## src/rtl/cpu_pkg.sv

```systemverilog
// Shared CPU core definitions: command encodings, PC width and sequencer states.
package cpu_pkg;

    localparam int PC_W = 9;

    typedef enum logic [2:0] {
        CMD_NEXT = 3'd0,
        CMD_BRA  = 3'd1,
        CMD_BRC  = 3'd2,
        CMD_BRZ  = 3'd3,
        CMD_CALL = 3'd4,
        CMD_RET  = 3'd5,
        CMD_HALT = 3'd6,
        CMD_RSVD = 3'd7
    } cmd_t;

    typedef enum logic [1:0] {
        ST_START  = 2'd0,
        ST_FETCH  = 2'd1,
        ST_DECODE = 2'd2,
        ST_HALT   = 2'd3
    } state_t;

endpackage

```

## src/rtl/ret_stack.sv

```systemverilog
// Circular return-address stack; a push when full overwrites the oldest entry.
module ret_stack #(
    parameter int DEPTH = 4,
    parameter int W     = 9
) (
    input  logic         clk,
    input  logic         resetn,
    input  logic         push,
    input  logic         pop,
    input  logic [W-1:0] push_data,
    output logic [W-1:0] pop_data,
    output logic         empty,
    output logic         overflow,
    output logic         underflow
);

    localparam int AW = $clog2(DEPTH);
    localparam logic [AW:0] FULL_CNT = (AW+1)'(DEPTH);

    logic [W-1:0] mem [DEPTH];
    logic [AW-1:0] ptr;
    logic [AW:0]   count;
    logic          full;

    assign full      = (count == FULL_CNT);
    assign empty     = (count == '0);
    assign overflow  = push & full;
    assign underflow = pop & empty;
    assign pop_data  = mem[ptr - 1'b1];

    // ptr is the next write slot; once full it also points at the oldest entry
    always_ff @(posedge clk or negedge resetn) begin
        if (!resetn) begin
            ptr   <= '0;
            count <= '0;
        end else if (push) begin
            ptr <= ptr + 1'b1;
            if (!full)
                count <= count + 1'b1;
        end else if (pop && !empty) begin
            ptr   <= ptr - 1'b1;
            count <= count - 1'b1;
        end
    end

    always_ff @(posedge clk) begin
        if (push)
            mem[ptr] <= push_data;
    end

endmodule

```

## src/rtl/pc_sequencer.sv

```systemverilog
// Program counter sequencer: fetch handshake, command decode and next-PC selection.
module pc_sequencer
    import cpu_pkg::*;
#(
    parameter logic [8:0] RESET_PC    = 9'h000,
    parameter int         STACK_DEPTH = 4
) (
    input  logic       clk,
    input  logic       resetn,
    output logic       fetch_req,
    output logic [8:0] fetch_addr,
    input  logic       fetch_ack,
    input  logic       cmd_valid,
    output logic       cmd_ready,
    input  logic [2:0] cmd,
    input  logic [7:0] offset,
    input  logic       flag_c,
    input  logic       flag_z,
    output logic [8:0] pc,
    output logic       halted,
    output logic       stack_err
);

    state_t          state, state_next;
    logic [PC_W-1:0] pc_q, pc_next, seq, target;
    logic            push, pop;
    logic [PC_W-1:0] stk_data;
    logic            stk_empty, stk_ovf, stk_unf;

    assign seq    = pc_q + 1'b1;
    // one's-complement displacement: sign-extend, then add back the sign bit
    assign target = pc_q + {offset[7], offset} + {8'd0, offset[7]};

    ret_stack #(
        .DEPTH (STACK_DEPTH),
        .W     (PC_W)
    ) u_ret_stack (
        .clk       (clk),
        .resetn    (resetn),
        .push      (push),
        .pop       (pop),
        .push_data (seq),
        .pop_data  (stk_data),
        .empty     (stk_empty),
        .overflow  (stk_ovf),
        .underflow (stk_unf)
    );

    always_comb begin
        state_next = state;
        pc_next    = pc_q;
        push       = 1'b0;
        pop        = 1'b0;
        fetch_req  = 1'b0;
        cmd_ready  = 1'b0;
        halted     = 1'b0;
        case (state)
            ST_START: state_next = ST_FETCH;
            ST_FETCH: begin
                fetch_req = 1'b1;
                if (fetch_ack)
                    state_next = ST_DECODE;
            end
            ST_DECODE: begin
                cmd_ready = 1'b1;
                if (cmd_valid) begin
                    state_next = ST_FETCH;
                    case (cmd_t'(cmd))
                        CMD_BRA:  pc_next = target;
                        CMD_BRC:  pc_next = flag_c ? target : seq;
                        CMD_BRZ:  pc_next = flag_z ? target : seq;
                        CMD_CALL: begin
                            push    = 1'b1;
                            pc_next = target;
                        end
                        CMD_RET: begin
                            pop     = 1'b1;
                            pc_next = stk_empty ? seq : stk_data;
                        end
                        CMD_HALT: state_next = ST_HALT;
                        default:  pc_next = seq;
                    endcase
                end
            end
            ST_HALT: halted = 1'b1;
            default: state_next = ST_START;
        endcase
    end

    always_ff @(posedge clk or negedge resetn) begin
        if (!resetn) begin
            state     <= ST_START;
            pc_q      <= RESET_PC;
            stack_err <= 1'b0;
        end else begin
            state     <= state_next;
            pc_q      <= pc_next;
            stack_err <= stack_err | stk_ovf | stk_unf;
        end
    end

    assign pc         = pc_q;
    assign fetch_addr = fetch_req ? pc_q : '0;

endmodule

```

## config.mk

```make
export PLATFORM = sky130hd
export DESIGN_NAME = pc_sequencer
export DESIGN_NICKNAME = d
export VERILOG_FILES = /design/src/rtl/cpu_pkg.sv /design/src/rtl/ret_stack.sv /design/src/rtl/pc_sequencer.sv
export SDC_FILE = /design/constraint.sdc
export NUM_CORES = 1
export LEC_CHECK = 0
export BUFFER_PORTS_ARGS = -buffer_cell sky130_fd_sc_hd__buf_2
export CAP_MARGIN = 10
export CORE_MARGIN = 5
export CORE_UTILIZATION = 48
export CTS_BUF_LIST = sky130_fd_sc_hd__clkbuf_8
export DETAILED_ROUTE_END_ITERATION = 8
export PLACE_DENSITY_LB_ADDON = 0.15
export SYNTH_ARGS = -nofsm -noshare
export SYNTH_HDL_FRONTEND = slang
export SYNTH_HIERARCHICAL = 1
export SYNTH_SLANG_ARGS = --single-unit
```

## constraint.sdc

```tcl
create_clock -name clk -period 6.96 [get_ports clk]
set_input_delay 0.348 -clock clk [delete_from_list [all_inputs] [get_ports clk]]
set_output_delay 0.348 -clock clk [all_outputs]
set_load 0.03 [all_outputs]
```

## After elaboration in Yosys (flattened, before gate mapping)

Memory sizes are Yosys's and may differ from the RTL's.
Index checks and enable logic that the tools add are counted.

| storage, ports and cells | value |
|---|---|
| input port bits | 17 |
| output and inout port bits | 22 |
| bits in registers | 17 |
| memory bits (writable) | 36 |
| logic and storage cells | 66 |
| memories kept | 1 |

| operators by class | value |
|---|---|
| reduce and logical (&&, ||, !) cells | 10 |
| bitwise operators | 5 |
| muxes and demuxes | 25 |
| equal/unequal tests | 13 |
| add/subtract/negate cells | 7 |

Memories:

| name | words | width | rd ports | clocked after Yosys merged registers in | wr ports | line | RTL |
|---|---|---|---|---|---|---|---|
| u_ret_stack.mem | 4 | 9 | 1 | 0 | 1 | ret_stack.sv:20 | `logic [W-1:0] mem [DEPTH];` |

Operators with widths:

| operator | count |
|---|---|
| 9-bit case mux with 5 select lines | 1 |
| 9-bit two-way mux | 4 |
| 3-bit == test (second input constant) | 4 |
| 1-bit two-way mux | 11 |
| 2-bit two-way mux | 5 |
| 9-bit by 1-bit adder with 9-bit output | 1 |
| 9-bit by 1-bit adder with 9-bit output (second input constant) | 1 |
| 9-bit adder | 1 |
| 3-bit two-way mux | 3 |
| 3-bit by 2-bit == test with 1-bit output (second input constant) | 2 |
| 2-bit inequality test (second input constant) | 3 |
| 2-bit case mux with 3 select lines | 1 |
| 3-bit AND reduction | 2 |
| 2-bit == test (second input constant) | 2 |
| 3-bit by 1-bit adder with 3-bit output (second input constant) | 1 |
| 3-bit by 1-bit == test with 1-bit output (second input constant) | 1 |
| 3-bit zero test | 1 |
| 3-bit nonzero test | 1 |
| 3-bit by 1-bit subtractor with 3-bit output (second input constant) | 1 |
| 2-bit by 1-bit adder with 2-bit output (second input constant) | 1 |
| 1-bit bitwise AND | 2 |
| 2-bit by 1-bit == test with 1-bit output (second input constant) | 1 |
| 2-bit zero test | 1 |
| 1-bit bitwise OR | 2 |
| other kinds (7) | 7 |

## Longest topological paths before layout

| logic depth | value |
|---|---|
| depth after elaboration | 7 |
| depth in mapped cells | 9 |
| depth with buffers taken out | 9 |

## Hierarchy

Netlist, hierarchy kept.

By module, submodules not included:

| module | seq. area each (um2) | area each (um2) | times used | cells an instance |
|---|---|---|---|---|
| ret_stack | 1206.2 | 1721.7 | 1 | 92 |
| pc_sequencer | 300.3 | 1386.3 | 1 | 158 |

## Worst setup path after synthesis

OpenSTA, ideal clock, no wires.

| timing | value |
|---|---|
| kind | reg-to-reg |
| start | reg state[0] |
| end | reg u_ret_stack.count[1] |
| data required time | 6.849 ns |
| slack | 4.371 ns |
| library setup time | 0.111 ns |
| arrival time | 2.478 ns |
| clock period less this slack | 2.589 ns |
| stages on the path, launching flop included | 10 |
| path buffers | 0 |
| cell sequence | dfrtp_1 > inv_1 > ha_1 > nand2_1 > nor3_1 > inv_1 > fa_1 > inv_1 > a21o_1 > a222oi_1 |

| between the ends | value |
|---|---|
| elaborated cells between the ends (all ways) | 8 |
| those cells by class | 2 x eq/ne; 3 x mux; 3 x reduce/logical |

RTL lines:

| element | line | RTL |
|---|---|---|
| start: declaration | pc_sequencer.sv:24 | `state_t state, state_next;` |
| start signal: assignment | pc_sequencer.sv:96 | `state <= state_next;` |
| 2-bit == test * | pc_sequencer.sv:57 | `case (state)` |
| 1-bit two-way mux * | pc_sequencer.sv:57 |  |
| net push | pc_sequencer.sv:26 | `logic push, pop;` |
| 2-bit inequality test (no source line) or 2-bit nonzero test (tied branches) | -- |  |
| 2-bit AND reduction (no source line) | -- |  |
| end signal: assignment | ret_stack.sv:39 | `count <= count + 1'b1;` |
| end signal: assignment | ret_stack.sv:42 | `count <= count - 1'b1;` |
| end: declaration | ret_stack.sv:22 | `logic [AW:0] count;` |

The timed path passes the listed nets; every way through them passes the cells marked *.
A chain may end at the register's enable or synchronous reset.

## Final worst setup path

| timing | value |
|---|---|
| start | reg pc_q[0] (netlist: pc[0]) |
| end | reg pc_q[8] (netlist: pc[8]) |

| between the ends | value |
|---|---|
| word-level cells in the longest chain between the ends | 4 |
| elaborated cells between the ends (all ways) | 7 |
| those cells by class | 3 x add/sub; 4 x mux |

Ends and longest elaborated chain:

| element | line | RTL |
|---|---|---|
| start: declaration | pc_sequencer.sv:25 | `logic [PC_W-1:0] pc_q, pc_next, seq, target;` |
| start signal: assignment | pc_sequencer.sv:97 | `pc_q <= pc_next;` |
| 9-bit adder | pc_sequencer.sv:32 | `assign target = pc_q + {offset[7], offset} + {8'd0, offset[7]};` |
| 9-bit by 1-bit adder with 9-bit output | pc_sequencer.sv:32 |  |
| 9-bit two-way mux, on equally long branches | pc_sequencer.sv:71, pc_sequencer.sv:70 |  |
| 9-bit case mux with 5 select lines * | pc_sequencer.sv:68 | `case (cmd_t'(cmd))` |

Every way passes the cells marked *; elsewhere a longest branch is shown, timed or not.

==> key figures <==
Worst setup path
  – Crit path arrival time: between 2 and 3 ns
  – CP Launch Point: pc[0]
  – R2R setup slack: 4.31 ns
  – Crit. End Element: flop
  – R2R Path Start: pc[0]
  – Worst Setup EP: pc[8]
  – Crit Path Max Fanout: 8
  – Path depth of the worst reg2reg path: 7
  – R2R Path End: pc[8]
  – Critical Path RT: 7.16 ns
  – Startpoint class of the critical path: flop
  – Crit Path Class: flop to flop

Die
  – Die height: 90.5 um
  – Starting density of the core: a little under 50%
  – Die W: 90.5 um
  – Row count: 29
  – Core area: 6310 sq um
  – Num ports: 39
  – Die area: 8180 sq um

Timing
  – Setup ws final: 4.31 ns
  – Final hold viol count: 0
  – Slew @ Worst Pin: about 0.88 ns
  – Final Max Slew Viols: 0
  – Setup violators final: 0
  – Max Freq: 377 MHz
  – Tcrit/Tclk final: 38.1%
  – Slew Limit Headroom: 41.0%
  – Final setup TNS: 0 ns
  – Unrepaired setup endpoints after global routing: no
  – Fin crit period: 2.65 ns
  – Skew final: 0.0100 ns

Clock tree
  – CTS root buffer: clkbuf_8
  – Reg clk slew, reported paths: 0.10 ns
  – CTS Buf Count: 5
  – Max Root-Sink Buffers: 2
  – CTS resizes: 0
  – Post CTS Setup Buffer Count: 0
  – CTS tree: built
  – Worst-Skew Late Latency: between 0.3 and 0.4 ns
  – Clk sinks: 53
  – H-tree Lvls: 2

Power
  – Total power per unit cell area: 390 nW/um^2
  – Maximum VDD drop: 0.000217 V
  – Cell leakage power: 1.35 nW

Finish
  – N_diodes: 0
  – Share of cells above drive strength 1: 24.9%
  – Final nets: between 300 and 400
  – Area grow syn2layout: 10.5%
  – Post-Layout Cell Count: 366

Routing
  – DRT iter0 DRCs: 54
  – Post-route ant nets: 0
  – Overall routed net length: 6280 um
  – Vias after detailed routing: 2105
  – DR DRC count: 0
  – WL/cell: 17.2 um
  – Vias per inst: 5.75
  – First-pass detailed-route iteration total: 4

Yosys
  – Unique cell type count in the Yosys netlist: 57
  – Syn Area/Cell: 12.4 sq um
  – Synth Register Bits: 53
  – Mapped Cells: 250
  – Top area cells in the synthesized netlist: edfxtp_1 35%, dfrtp_1 14%, ha_1 6.8%, mux4_2 6.5%, and2_1 3.0%
  – Yosys top cell area share: 34.8%
  – Top FF cell, synth: edfxtp_1
  – Post-synth ARST share: 32.1%
  – Synth warnings: 6
  – Area of the mapped netlist: 3110 sq um
  – Register area share after synthesis: between 40% and 50%
  – Post-Syn Nets: 287
  – EDFF count, synth: 36
  – Dominant cell type by area after synthesis: edfxtp_1

Status
  – Status: finished, final reports clean

Global route
  – Total global routing overflow: 0
  – Initial antenna violation count: 0
  – First-pass GRT wire length: 10200 um
  – Total GRT Usage: 15.8%
  – Largest net degree at the start of global routing: 18
  – Number of global-route vias before repair: about 2000

Place
  – Worst slack, placed: 4.28 ns
  – Placed Cells: between 300 and 400
  – DP HPWL: 4600 um
  – Buffers on Ports: 38
  – GPL Wtd Cong: 0.903

Hold path
  – Worst Hold Class: input pin to flop

Job
  – Max-Cap Viols: 0
==> cell usage in the layout (no fill, tap or decap), types with 3 or more instances in the layout <==
cell type,count
nor3_1,6
nand3_1,4
inv_1,14
and2_1,15
a21oi_1,10
buf_2,38
a222oi_1,5
mux4_2,9
o21a_1,4
a21o_1,4
o21ai_0,8
xnor2_1,7
a221oi_1,3
fa_1,3
dfrtp_1,17
ha_1,17
clkbuf_8,5
edfxtp_1,36
nor2_1,14
xor2_1,5
nand2_1,17
==> flip-flops by register name, summed over array words and instances (netlist names) <==
register and flops:
u_ret_stack/mem 36, pc 9, u_ret_stack/count 3, state 2, u_ret_stack/ptr 2, stack_err 1
==> report_power, final <==
part           switching [mW]  internal (mW)
Clock                   0.106         0.0716
Combinational           0.398          0.256
Sequential             0.0941          0.413
==> Yosys cell counts (2+ instances only) <==
cell type / count
and2_1: 15
a31oi_1: 2
a211oi_1: 2
a211oi_2: 2
a221oi_1: 3
dfrtp_1: 17
inv_1: 14
xnor2_1: 7
a22oi_1: 2
ha_1: 17
edfxtp_1: 36
o211ai_1: 2
xor2_1: 5
nor2_1: 14
fa_1: 3
nor3_1: 6
nand3_1: 4
buf_6: 4
a21oi_1: 10
nand2b_1: 2
mux4_2: 9
o21a_1: 4
a21o_1: 4
o21ai_0: 8
o31ai_1: 2
o21ai_1: 2
a222oi_1: 5
nand2_1: 17
buf_2: 4
==> critical path, stage by stage (launching register included) <==
cell,delay [ns]
dfrtp_1,0.48
fa_1,0.45
fa_1,0.45
a211oi_2,0.29
o211ai_1,0.14
a211oi_1,0.48
a21bo_1,0.19
a211oi_2,0.06
==> final cells by class <==
| cell class | count | area [sq um] |
|---|---|---|
| clock buffer | 5 | 68.8 |
| clock inverter | 3 | 21.3 |
| fill | 570 | 2880 |
| inverter | 14 | 52.6 |
| multi-input combinational | 174 | 1480 |
| sequential | 53 | 1510 |
| tap | 77 | 96.3 |
| timing repair buffer | 40 | 208 |
==> per-layer routing <==
layer / track usage (%) / part of all wire [%]
met2: 24.3 / 48
met1: 20.8 / 45
met3: 4.00 / 5.4
met4: 7.57 / 2.1
met5: 0 / 0
==> per-stage QoR <==
step	hold slack, ns	area [sq um]	util [%]	total power [mW]
floorplan	0.0524	3110	-	1.00
global placement	0.319	3330	52.8	1.16
detailed placement	0.313	3330	52.8	1.17
CTS	0.441	3430	54.4	1.35
global route	0.472	3430	54.4	1.44
finish	0.447	3430	54.4	1.34
==> worst min-delay path by stage <==
stage | startpoint | to | slack [ns] | cells after the start
floorplan | resetn | pc[0] | 0.05 | 0
global placement | resetn | u_ret_stack/ptr[1] | 0.32 | 1
detailed placement | resetn | u_ret_stack/count[2] | 0.31 | 1
CTS | fetch_ack | state[0] | 0.44 | 5
global route | fetch_ack | state[0] | 0.47 | 5
finish | fetch_ack | state[0] | 0.45 | 5
==> timing repair <==
item                                   4_1_cts  5_1_grt
setup endpoints to repair                    0        0
hold buffers                                 1        0
endpoints found under the hold margin       17        0
==> cells by family (layout without fill, tap and decap cells) <==
kind of cell / Yosys count / count (layout) / synth area share [%]
simple gates: 69 / 69 / 11.8
compound gates: 63 / 63 / 16.6
flops: 53 / 53 / 48.5
buf+inv: 23 / 62 / 3.90
fa+ha+maj: 20 / 20 / 8.78
xor+xnor: 13 / 13 / 3.91
mux: 9 / 9 / 6.52
(Power assumes the default switching activity.)
